===== config.mk =====
export PLATFORM = sky130hd
export DESIGN_NAME = sync_supervisor
export DESIGN_NICKNAME = d
export VERILOG_FILES = /design/src/rtl/sync_supervisor_pkg.sv /design/src/rtl/sync_supervisor_sat_counter.sv /design/src/rtl/sync_supervisor.sv
export SDC_FILE = /design/constraint.sdc
export NUM_CORES = 1
export LEC_CHECK = 0
export CORE_ASPECT_RATIO = 1.75
export CORE_MARGIN = 2
export CORE_UTILIZATION = 29
export DETAILED_ROUTE_END_ITERATION = 8
export HOLD_SLACK_MARGIN = 0.02
export PLACE_DENSITY = 0.52
export SLEW_MARGIN = 40
export SYNTH_ARGS = -nofsm -noshare
export SYNTH_HDL_FRONTEND = slang
export SYNTH_SLANG_ARGS = --single-unit

===== constraint.sdc =====
create_clock -name CLK -period 2.47 [get_ports CLK]
set_input_delay 0.494 -clock CLK [delete_from_list [all_inputs] [get_ports CLK]]
set_output_delay 0.494 -clock CLK [all_outputs]
set_load 0.01 [all_outputs]

===== src/rtl/sync_supervisor_pkg.sv =====
// Shared definitions for the PCS sync supervisor: state encodings,
// default timing constants and the effective signal-detect helper.
package sync_supervisor_pkg;

    typedef enum logic [2:0] {
        ST_OFF      = 3'd0,
        ST_HOLD     = 3'd1,
        ST_WAIT_SIG = 3'd2,
        ST_ACQUIRE  = 3'd3,
        ST_QUALIFY  = 3'd4,
        ST_LINK_UP  = 3'd5
    } state_t;

    localparam int DEF_HOLD_CYC    = 4;
    localparam int DEF_ACQ_TIMEOUT = 1024;
    localparam int DEF_LINK_QUAL   = 64;
    localparam int DEF_TMR_W       = 16;
    localparam int DEF_CNT_W       = 8;

    // Loopback makes the receive path look healthy regardless of the PMA.
    function automatic logic sig_effective(input logic signal_detect,
                                           input logic loopback);
        return signal_detect | loopback;
    endfunction

endpackage


===== src/rtl/sync_supervisor_sat_counter.sv =====
// Saturating up-counter with a synchronous clear that overrides increment.
module sat_counter #(
    parameter int W = 8
) (
    input  logic         clk,
    input  logic         rst,
    input  logic         inc,
    input  logic         clr,
    output logic [W-1:0] count
);

    localparam logic [W-1:0] CNT_MAX = {W{1'b1}};
    localparam logic [W-1:0] CNT_ONE = {{(W-1){1'b0}}, 1'b1};

    logic [W-1:0] count_r;

    // Count events, stick at all-ones, clear has priority.
    always_ff @(posedge clk or posedge rst) begin
        if (rst) begin
            count_r <= '0;
        end else if (clr) begin
            count_r <= '0;
        end else if (inc && (count_r != CNT_MAX)) begin
            count_r <= count_r + CNT_ONE;
        end else begin
            count_r <= count_r;
        end
    end

    assign count = count_r;

endmodule


===== src/rtl/sync_supervisor.sv =====
// Link-level sequencer for the 1000BASE-X PCS synchronization block:
// powers and resets the sync block, times acquisition with retry,
// debounces CODE_SYNC into LINK_OK and keeps loss-of-sync statistics.
module sync_supervisor
    import sync_supervisor_pkg::*;
#(
    parameter int HOLD_CYC    = DEF_HOLD_CYC,
    parameter int ACQ_TIMEOUT = DEF_ACQ_TIMEOUT,
    parameter int LINK_QUAL   = DEF_LINK_QUAL,
    parameter int TMR_W       = DEF_TMR_W,
    parameter int CNT_W       = DEF_CNT_W
) (
    input  logic             CLK,
    input  logic             RESET,
    input  logic             ENABLE,
    input  logic             SIGNAL_DETECT,
    input  logic             MR_LOOPBACK,
    input  logic             CODE_SYNC,
    input  logic             CLR_STATS,
    output logic             SYNC_POWER,
    output logic             SYNC_RESET,
    output logic             SIGNAL_CHANGE,
    output logic             LINK_OK,
    output logic [CNT_W-1:0] LOS_COUNT,
    output logic [CNT_W-1:0] ACQ_FAIL_CNT,
    output logic             ACQ_FAIL,
    output logic [2:0]       STATE
);

    // Terminal timer values: the timer starts at 0 on entry, so the last
    // cycle of an N-cycle window sees N-1.
    localparam logic [TMR_W-1:0] TMR_ONE   = {{(TMR_W-1){1'b0}}, 1'b1};
    localparam logic [TMR_W-1:0] HOLD_LAST = TMR_W'(HOLD_CYC - 1);
    localparam logic [TMR_W-1:0] ACQ_LAST  = TMR_W'(ACQ_TIMEOUT - 1);
    localparam logic [TMR_W-1:0] QUAL_LAST = TMR_W'(LINK_QUAL - 1);

    logic             sig_ok_s;
    logic             sig_q_r;
    logic             change_r;
    state_t           state_r;
    state_t           state_nxt_s;
    logic [TMR_W-1:0] timer_r;
    logic [TMR_W-1:0] timer_nxt_s;
    logic             los_inc_s;
    logic             acq_inc_s;
    logic             acq_fail_r;
    logic             power_r;
    logic             sreset_r;
    logic             link_r;

    assign sig_ok_s = sig_effective(SIGNAL_DETECT, MR_LOOPBACK);

    // Next-state, timer and statistics-event logic; ENABLE overrides all.
    always_comb begin
        state_nxt_s = state_r;
        timer_nxt_s = timer_r;
        los_inc_s   = 1'b0;
        acq_inc_s   = 1'b0;
        if (!ENABLE) begin
            state_nxt_s = ST_OFF;
        end else begin
            case (state_r)
                ST_OFF: begin
                    state_nxt_s = ST_HOLD;
                    timer_nxt_s = '0;
                end
                ST_HOLD: begin
                    if (timer_r == HOLD_LAST) begin
                        state_nxt_s = ST_WAIT_SIG;
                    end else begin
                        timer_nxt_s = timer_r + TMR_ONE;
                    end
                end
                ST_WAIT_SIG: begin
                    if (sig_ok_s) begin
                        state_nxt_s = ST_ACQUIRE;
                        timer_nxt_s = '0;
                    end else begin
                        state_nxt_s = ST_WAIT_SIG;
                    end
                end
                ST_ACQUIRE: begin
                    if (!sig_ok_s) begin
                        state_nxt_s = ST_WAIT_SIG;
                    end else if (CODE_SYNC) begin
                        state_nxt_s = ST_QUALIFY;
                        timer_nxt_s = '0;
                    end else if (timer_r == ACQ_LAST) begin
                        state_nxt_s = ST_HOLD;
                        timer_nxt_s = '0;
                        acq_inc_s   = 1'b1;
                    end else begin
                        timer_nxt_s = timer_r + TMR_ONE;
                    end
                end
                ST_QUALIFY: begin
                    if (!sig_ok_s) begin
                        state_nxt_s = ST_WAIT_SIG;
                    end else if (!CODE_SYNC) begin
                        state_nxt_s = ST_ACQUIRE;
                        timer_nxt_s = '0;
                    end else if (timer_r == QUAL_LAST) begin
                        state_nxt_s = ST_LINK_UP;
                    end else begin
                        timer_nxt_s = timer_r + TMR_ONE;
                    end
                end
                ST_LINK_UP: begin
                    if (!sig_ok_s) begin
                        state_nxt_s = ST_WAIT_SIG;
                        los_inc_s   = 1'b1;
                    end else if (!CODE_SYNC) begin
                        state_nxt_s = ST_ACQUIRE;
                        timer_nxt_s = '0;
                        los_inc_s   = 1'b1;
                    end else begin
                        state_nxt_s = ST_LINK_UP;
                    end
                end
                default: begin
                    state_nxt_s = ST_OFF;
                    timer_nxt_s = '0;
                end
            endcase
        end
    end

    // State register with outputs decoded from the state being entered.
    always_ff @(posedge CLK or posedge RESET) begin
        if (RESET) begin
            state_r  <= ST_OFF;
            timer_r  <= '0;
            power_r  <= 1'b0;
            sreset_r <= 1'b1;
            link_r   <= 1'b0;
        end else begin
            state_r  <= state_nxt_s;
            timer_r  <= timer_nxt_s;
            power_r  <= (state_nxt_s != ST_OFF);
            sreset_r <= (state_nxt_s == ST_OFF) || (state_nxt_s == ST_HOLD);
            link_r   <= (state_nxt_s == ST_LINK_UP);
        end
    end

    // Edge detector on the effective signal, active in every state.
    always_ff @(posedge CLK or posedge RESET) begin
        if (RESET) begin
            sig_q_r  <= 1'b0;
            change_r <= 1'b0;
        end else begin
            sig_q_r  <= sig_ok_s;
            change_r <= (sig_ok_s != sig_q_r);
        end
    end

    // Sticky acquisition-failure flag; clear beats a simultaneous timeout.
    always_ff @(posedge CLK or posedge RESET) begin
        if (RESET) begin
            acq_fail_r <= 1'b0;
        end else if (CLR_STATS) begin
            acq_fail_r <= 1'b0;
        end else if (acq_inc_s) begin
            acq_fail_r <= 1'b1;
        end else begin
            acq_fail_r <= acq_fail_r;
        end
    end

    sat_counter #(.W(CNT_W)) u_los_cnt (
        .clk   (CLK),
        .rst   (RESET),
        .inc   (los_inc_s),
        .clr   (CLR_STATS),
        .count (LOS_COUNT)
    );

    sat_counter #(.W(CNT_W)) u_acq_cnt (
        .clk   (CLK),
        .rst   (RESET),
        .inc   (acq_inc_s),
        .clr   (CLR_STATS),
        .count (ACQ_FAIL_CNT)
    );

    assign SYNC_POWER    = power_r;
    assign SYNC_RESET    = sreset_r;
    assign SIGNAL_CHANGE = change_r;
    assign LINK_OK       = link_r;
    assign ACQ_FAIL      = acq_fail_r;
    assign STATE         = state_r;

endmodule

Word-level counts from Yosys, hierarchy flattened --
Cells that the tools add are included.
Word-level totals: bits in registers 41, latch bits 0, RAM bits 0, memory bits (read-only) 0, input bits 7, output and inout port bits 24, memories 0
Cells by class: add/sub/neg operators 3, multiply operators 0, div/mod/pow operators 0, $lt $le $gt $ge 0, equality and inequality tests 20, shift-type cells 0, muxes and demuxes 38, bitwise operators 1, reduce and logical (&&, ||, !) cells 10
Operators by type and width (count):
- $mux W16 | 10
- $pmux W16 S5 | 1
- $mux W8 | 4
- $mux W3 | 10
- $pmux W3 S6 | 1
- $add A16 B1 Y16 const B | 1
- $add A8 B1 Y8 const B | 2
- $eq A16 B10 Y1 const B | 1
- $eq A16 B2 Y1 const B | 1
- $eq A16 B6 Y1 const B | 1
- $ne A8 B8 Y1 const B | 2
- $mux W1 | 12
- $ne A2 B2 Y1 const B | 6
- $eq A3 B3 Y1 const B | 3
- $reduce_and A8 Y1 | 1
- $eq A3 B1 Y1 const B | 2
- $eq A3 B2 Y1 const B | 2
- $logic_not A3 Y1 | 2
- $reduce_bool A2 Y1 | 3
- $ne A3 B3 Y1 const B | 1
- $reduce_bool A3 Y1 | 1
- $logic_and A1 B1 Y1 | 2
- $logic_or A1 B1 Y1 | 1
- $ne A1 B1 Y1 | 1
- $or A1 B1 Y1 | 1

Logic depth before layout (Yosys ltp) --
depth after elaboration 9, mapped depth 9, gate-level depth less buffers 6

By module --
Synthesis repeated with hierarchy kept, for this count alone.
Unflattened totals: cell total of the unflattened synthesis 263, area, all modules 2560.0 um^2
By module, submodules not included:
- sync_supervisor | times used 1, cells an instance 165, area an instance 1551.5 um^2, sequential area each 626.9 um^2
- sat_counter | times used 2, cells an instance 49, area an instance 504.2 um^2, sequential area each 200.2 um^2

Worst setup path before layout --
Ideal clock, no wire load.
path type input port to flip-flop, start point input port MR_LOOPBACK, end point register u_los_cnt.count_r[6] (netlist: u_los_cnt.count[6]), library setup time 125 ps, data arrival time 2061 ps, path slack 284 ps, cell stages on the path 6, cells stage by stage or2_2 buf_2 a211oi_1 o2111ai_1 nor2_1 mux2_2
Between the ends: word-level cells in the longest chain between the ends 6
Ends and longest elaborated chain:
- start, declared | line sync_supervisor.sv:17 | input logic MR_LOOPBACK,
- $or A1 B1 Y1 | line sync_supervisor_pkg.sv:23 | return signal_detect | loopback;
- net sig_ok_s | line sync_supervisor.sv:37 | logic sig_ok_s;
- $mux W1 | line sync_supervisor.sv:109 | if (!sig_ok_s) begin
- $mux W1 | line sync_supervisor.sv:62 | case (state_r)
- $mux W1 | line sync_supervisor.sv:59 | if (!ENABLE) begin
- $logic_and A1 B1 Y1 | line sync_supervisor_sat_counter.sv:23 | end else if (inc && (count_r != CNT_MAX)) begin
- $reduce_bool A2 Y1 (no source line)
- end signal, assigned | line sync_supervisor_sat_counter.sv:24 | count_r <= count_r + CNT_ONE;
- end signal, assigned | line sync_supervisor_sat_counter.sv:26 | count_r <= count_r;
- end, declared | line sync_supervisor_sat_counter.sv:15 | logic [W-1:0] count_r;
The timed path passes the listed nets, and every way through them passes these cells. A chain may end at the register's enable or synchronous reset.

Worst setup path in the final report --
start point register timer_r[0], end point register timer_r[14]
Between the ends: word-level cells in the longest chain between the ends 5, elaborated cells between the ends (all ways) 15
Ends and longest elaborated chain:
- start, declared | line sync_supervisor.sv:42 | logic [TMR_W-1:0] timer_r;
- start signal, assigned | line sync_supervisor.sv:138 | timer_r <= timer_nxt_s;
- $add A16 B1 Y16 or $eq A16 B10 Y1 (tied branches)
- $mux W16, on equally long branches | line sync_supervisor.sv:102, sync_supervisor.sv:88
- $mux W16, on equally long branches | line sync_supervisor.sv:99, sync_supervisor.sv:85
- $mux W16, on equally long branches | line sync_supervisor.sv:97, sync_supervisor.sv:83
- $pmux W16 S5 | line sync_supervisor.sv:62
Several ways; a longest one is shown, not always the timed one. The select of a mux whose other input is x is not followed.

==> flow_metrics.py <==
metrics = {
    "run_status": {
        "status": "complete, no violations",
    },
    "placed_design": {
        "place.port_buffers": 30,
        "finalWeightedCongestion": 0.747,
        "post_dp_cell_area_um2": 3020,
        "hpwl_um": 4670,
        "dp.cells": 409,
    },
    "setup_path": {
        "arrival_ns": 2.42,
        "r2r-start": "timer_r[0]$_DFFE_PP0P_",
        "r2r-end": "timer_r[14]$_DFFE_PP0P_",
        "ff2ff_setup_slack_ns": 0.22,
        "endpoint_kind": "flip-flop",
        "critical_path_class": "flip-flop to flip-flop",
        "worst_setup_path_start_kind": "flip-flop",
        "required_ns": 2.64,
        "path_max_fanout": 5,
        "reg2reg_depth": 6,
    },
    "clocking": {
        "cts_sinks": 41,
        "clk_pin_slew_ns": 0.06,
        "clock_latency_ns": 0.28,
        "cts.repair.resized": 0,
        "cts_tree": "done",
        "cts_inserted_buffers": 5,
        "root_buffer": "clkbuf_16",
        "cts.hold.buffers_added": 0,
        "post_cts_buffers": 0,
        "h-tree-depth": 2,
        "clockBufferDepth": 2,
    },
    "layout": {
        "drive_gt1_share_pct": 19.5,
        "register_area_um2": 1030,
        "n_antenna_cell": 0,
        "fillCellCount": 865,
        "final_nets": 311,
        "post-route-cell-area_um2": 3170,
        "final_core_utilization_pct": 37.8,
        "multiInputGateArea_um2": 1310,
        "final_cell_count_no_fill": 417,
        "syn_to_final_growth_pct": 26.4,
    },
    "timing": {
        "setup_tns_ns": 0,
        "fin_crit_ns": 2.25,
        "min_period_over_period_pct": 91.2,
        "maxSlewHeadroom_pct": 61.8,
        "hold_violations": 0,
        "skew_ns": 0.00386,
        "setup_viol": 0,
        "max_slew.worst_pin.slew_ns": 0.568,
        "rsz0062_at_grt": "false",
        "maxSlewViolCount": 0,
        "max_freq_mhz": 444,
    },
    "global_route": {
        "grt_pass1_vias": 2082,
        "gr-usage-all-layers_pct": 14.2,
        "antenna_found_initial": 0,
        "grt_pass1_wl_um": 10300,
        "grt_max_degree": 42,
        "grt-ovfl-total": 0,
    },
    "route": {
        "drtAntennaViolNets": 0,
        "drc_errors": 0,
        "drt-pass1-iter-count": 4,
        "drt-total-wl_um": 6280,
        "wl_per_cell_um": 15.1,
        "via_per_inst": 4.95,
        "drtIter0Drc": 82,
        "vias": 2065,
    },
    "power_and_ir_drop": {
        "power.density_nw_per_um2": 480,
        "p_leak_nw": 1.22,
        "total_power_mw": 1.52,
        "ir_drop_mv": 0.240,
    },
    "floorplanning": {
        "fp-row-count": 44,
        "fp.dieArea_um2": 9420,
        "start_util_pct": 29.9,
        "die_w_um": 74.2,
        "core_um2": 8370,
        "num_io_pins": 31,
        "die_y_um": 127,
    },
    "logic_synthesis": {
        "synth_edf_count": 0,
        "synth-main-ff-cell": "dfrtp_1",
        "synth-seq-area-share_pct": 41.0,
        "async_flop_share_pct": 100,
        "ys_warn_count": 0,
        "synth_top_area_share_pct": 40.0,
        "synth.area.top_cells": "dfrtp_1 (40%), o22ai_2 (4.5%), a211oi_1 (3.9%)",
        "synth.most_common_cell": "dfrtp_1",
        "syn_inst": 254,
        "ys_ff_latch": 41,
        "synth.largest_area_cell": "dfrtp_1",
        "syn_area_um2": 2500,
        "yosysUniqueCellTypes": 58,
        "syn-num-nets": 264,
        "synth_common_cells": "dfrtp_1 (40), nor2_1 (24), nand2_1 (16)",
        "avgSynthCellArea_um2": 9.86,
    },
    "hold_path": {
        "worstHoldStart": "sig_q_r$_DFF_PP0_",
        "hold_path_class": "flip-flop to flip-flop",
        "min_to": "SIGNAL_CHANGE$_DFF_PP0_",
        "holdPathStages": 1,
    },
    "run": {
        "cap_violations": 0,
    },
}
==> where the power goes <==
group	leakage [nW]	switching, mW	total, mW	internal, mW
sequential	0.558	0.0192	0.709	0.690
clock	0.0652	0.248	0.624	0.376
combinational	0.602	0.106	0.187	0.0818
==> metal layers <==
| metal | GRT usage [%] | vias to the layer above | wire (um) | share of wire [%] |
|---|---|---|---|---|
| met5 | 0 | - | 0 | 0 |
| met4 | 6.30 | 0 | 130 | 2.1 |
| met2 | 27.4 | 35 | 3600 | 57 |
| li1 | - | 1020 | - | - |
| met1 | 14.1 | 1004 | 2410 | 38 |
| met3 | 2.46 | 6 | 131 | 2.1 |
==> cells in the final DEF (no fill, tap or decap), types with 5 or more instances in the layout <==
cell type | synthesis | routed
a21oi_1 | 8 | 8
nand2_1 | 16 | 16
xor2_1 | 9 | 9
or3_1 | 5 | 5
a211oi_1 | 13 | 12
nor2_1 | 24 | 24
o31ai_1 | 7 | 7
nor2b_1 | 5 | 5
nand4_1 | 6 | 6
buf_4 | 4 | 26
dfrtp_1 | 40 | 40
o22ai_2 | 9 | 9
o21ai_0 | 10 | 10
inv_1 | 13 | 13
clkbuf_16 | 0 | 5
nand3_1 | 13 | 13
clkdlybuf4s50_1 | 0 | 30
nand2b_1 | 7 | 7
==> through the flow <==
stage	hold slack, ns	setup WS (ns)
after floorplan	0.420	0.284
after global placement	0.429	-0.000270
after detailed placement	0.437	-0.0214
after CTS	0.446	0.0442
after global routing	0.458	0.0701
final	0.439	0.216
==> cells by family after synthesis <==
kind of cell	share of synthesized area, %
mux	2.10
compound gates	18.7
xor+xnor	3.50
fa+ha+maj	1.50
buf+inv	6.80
simple gates	26.4
flops	41.0
==> worst max path at each step <==
| stage | from | end | slack (ns) | depth (start not counted) |
|---|---|---|---|---|
| global route | timer_r[0]$_DFFE_PP0P_ | u_acq_cnt.count[3]$_DFFE_PP0P_ | 0.07 | 8 |
| detailed placement | CODE_SYNC | timer_r[15]$_DFFE_PP0P_ | -0.02 | 7 |
| finish | timer_r[0]$_DFFE_PP0P_ | timer_r[14]$_DFFE_PP0P_ | 0.22 | 6 |
| CTS | timer_r[0]$_DFFE_PP0P_ | timer_r[15]$_DFFE_PP0P_ | 0.04 | 7 |
| floorplan | MR_LOOPBACK | u_los_cnt.count[6]$_DFFE_PP0P_ | 0.28 | 6 |
| global placement | CODE_SYNC | timer_r[15]$_DFFE_PP0P_ | -0.0003 | 7 |
==> cell type report <==
class                           count  share of cell area, %
Clock buffer                        8                   4.31
Inverter                           13                   1.54
Multi-Input combinational cell    184                   41.5
Sequential cell                    41                   32.5
Tap cell                          115                   4.55
Timing Repair Buffer               56                   15.7
==> state kept, by name, indices dropped and copies added, names as in the netlist, 3 cells and up <==
name	cells
timer_r	16
u_acq_cnt.count	8
STATE	3
u_los_cnt.count	8
==> worst max-delay path: stages (launching register included) <==
cell and delay [ns]:
dfrtp_1 0.42, ha_1 0.28, nand3_2 0.15, or3_1 0.42, or4_1 0.50, a211oi_2 0.26, o22ai_2 0.10
(Power assumes the default switching activity.)
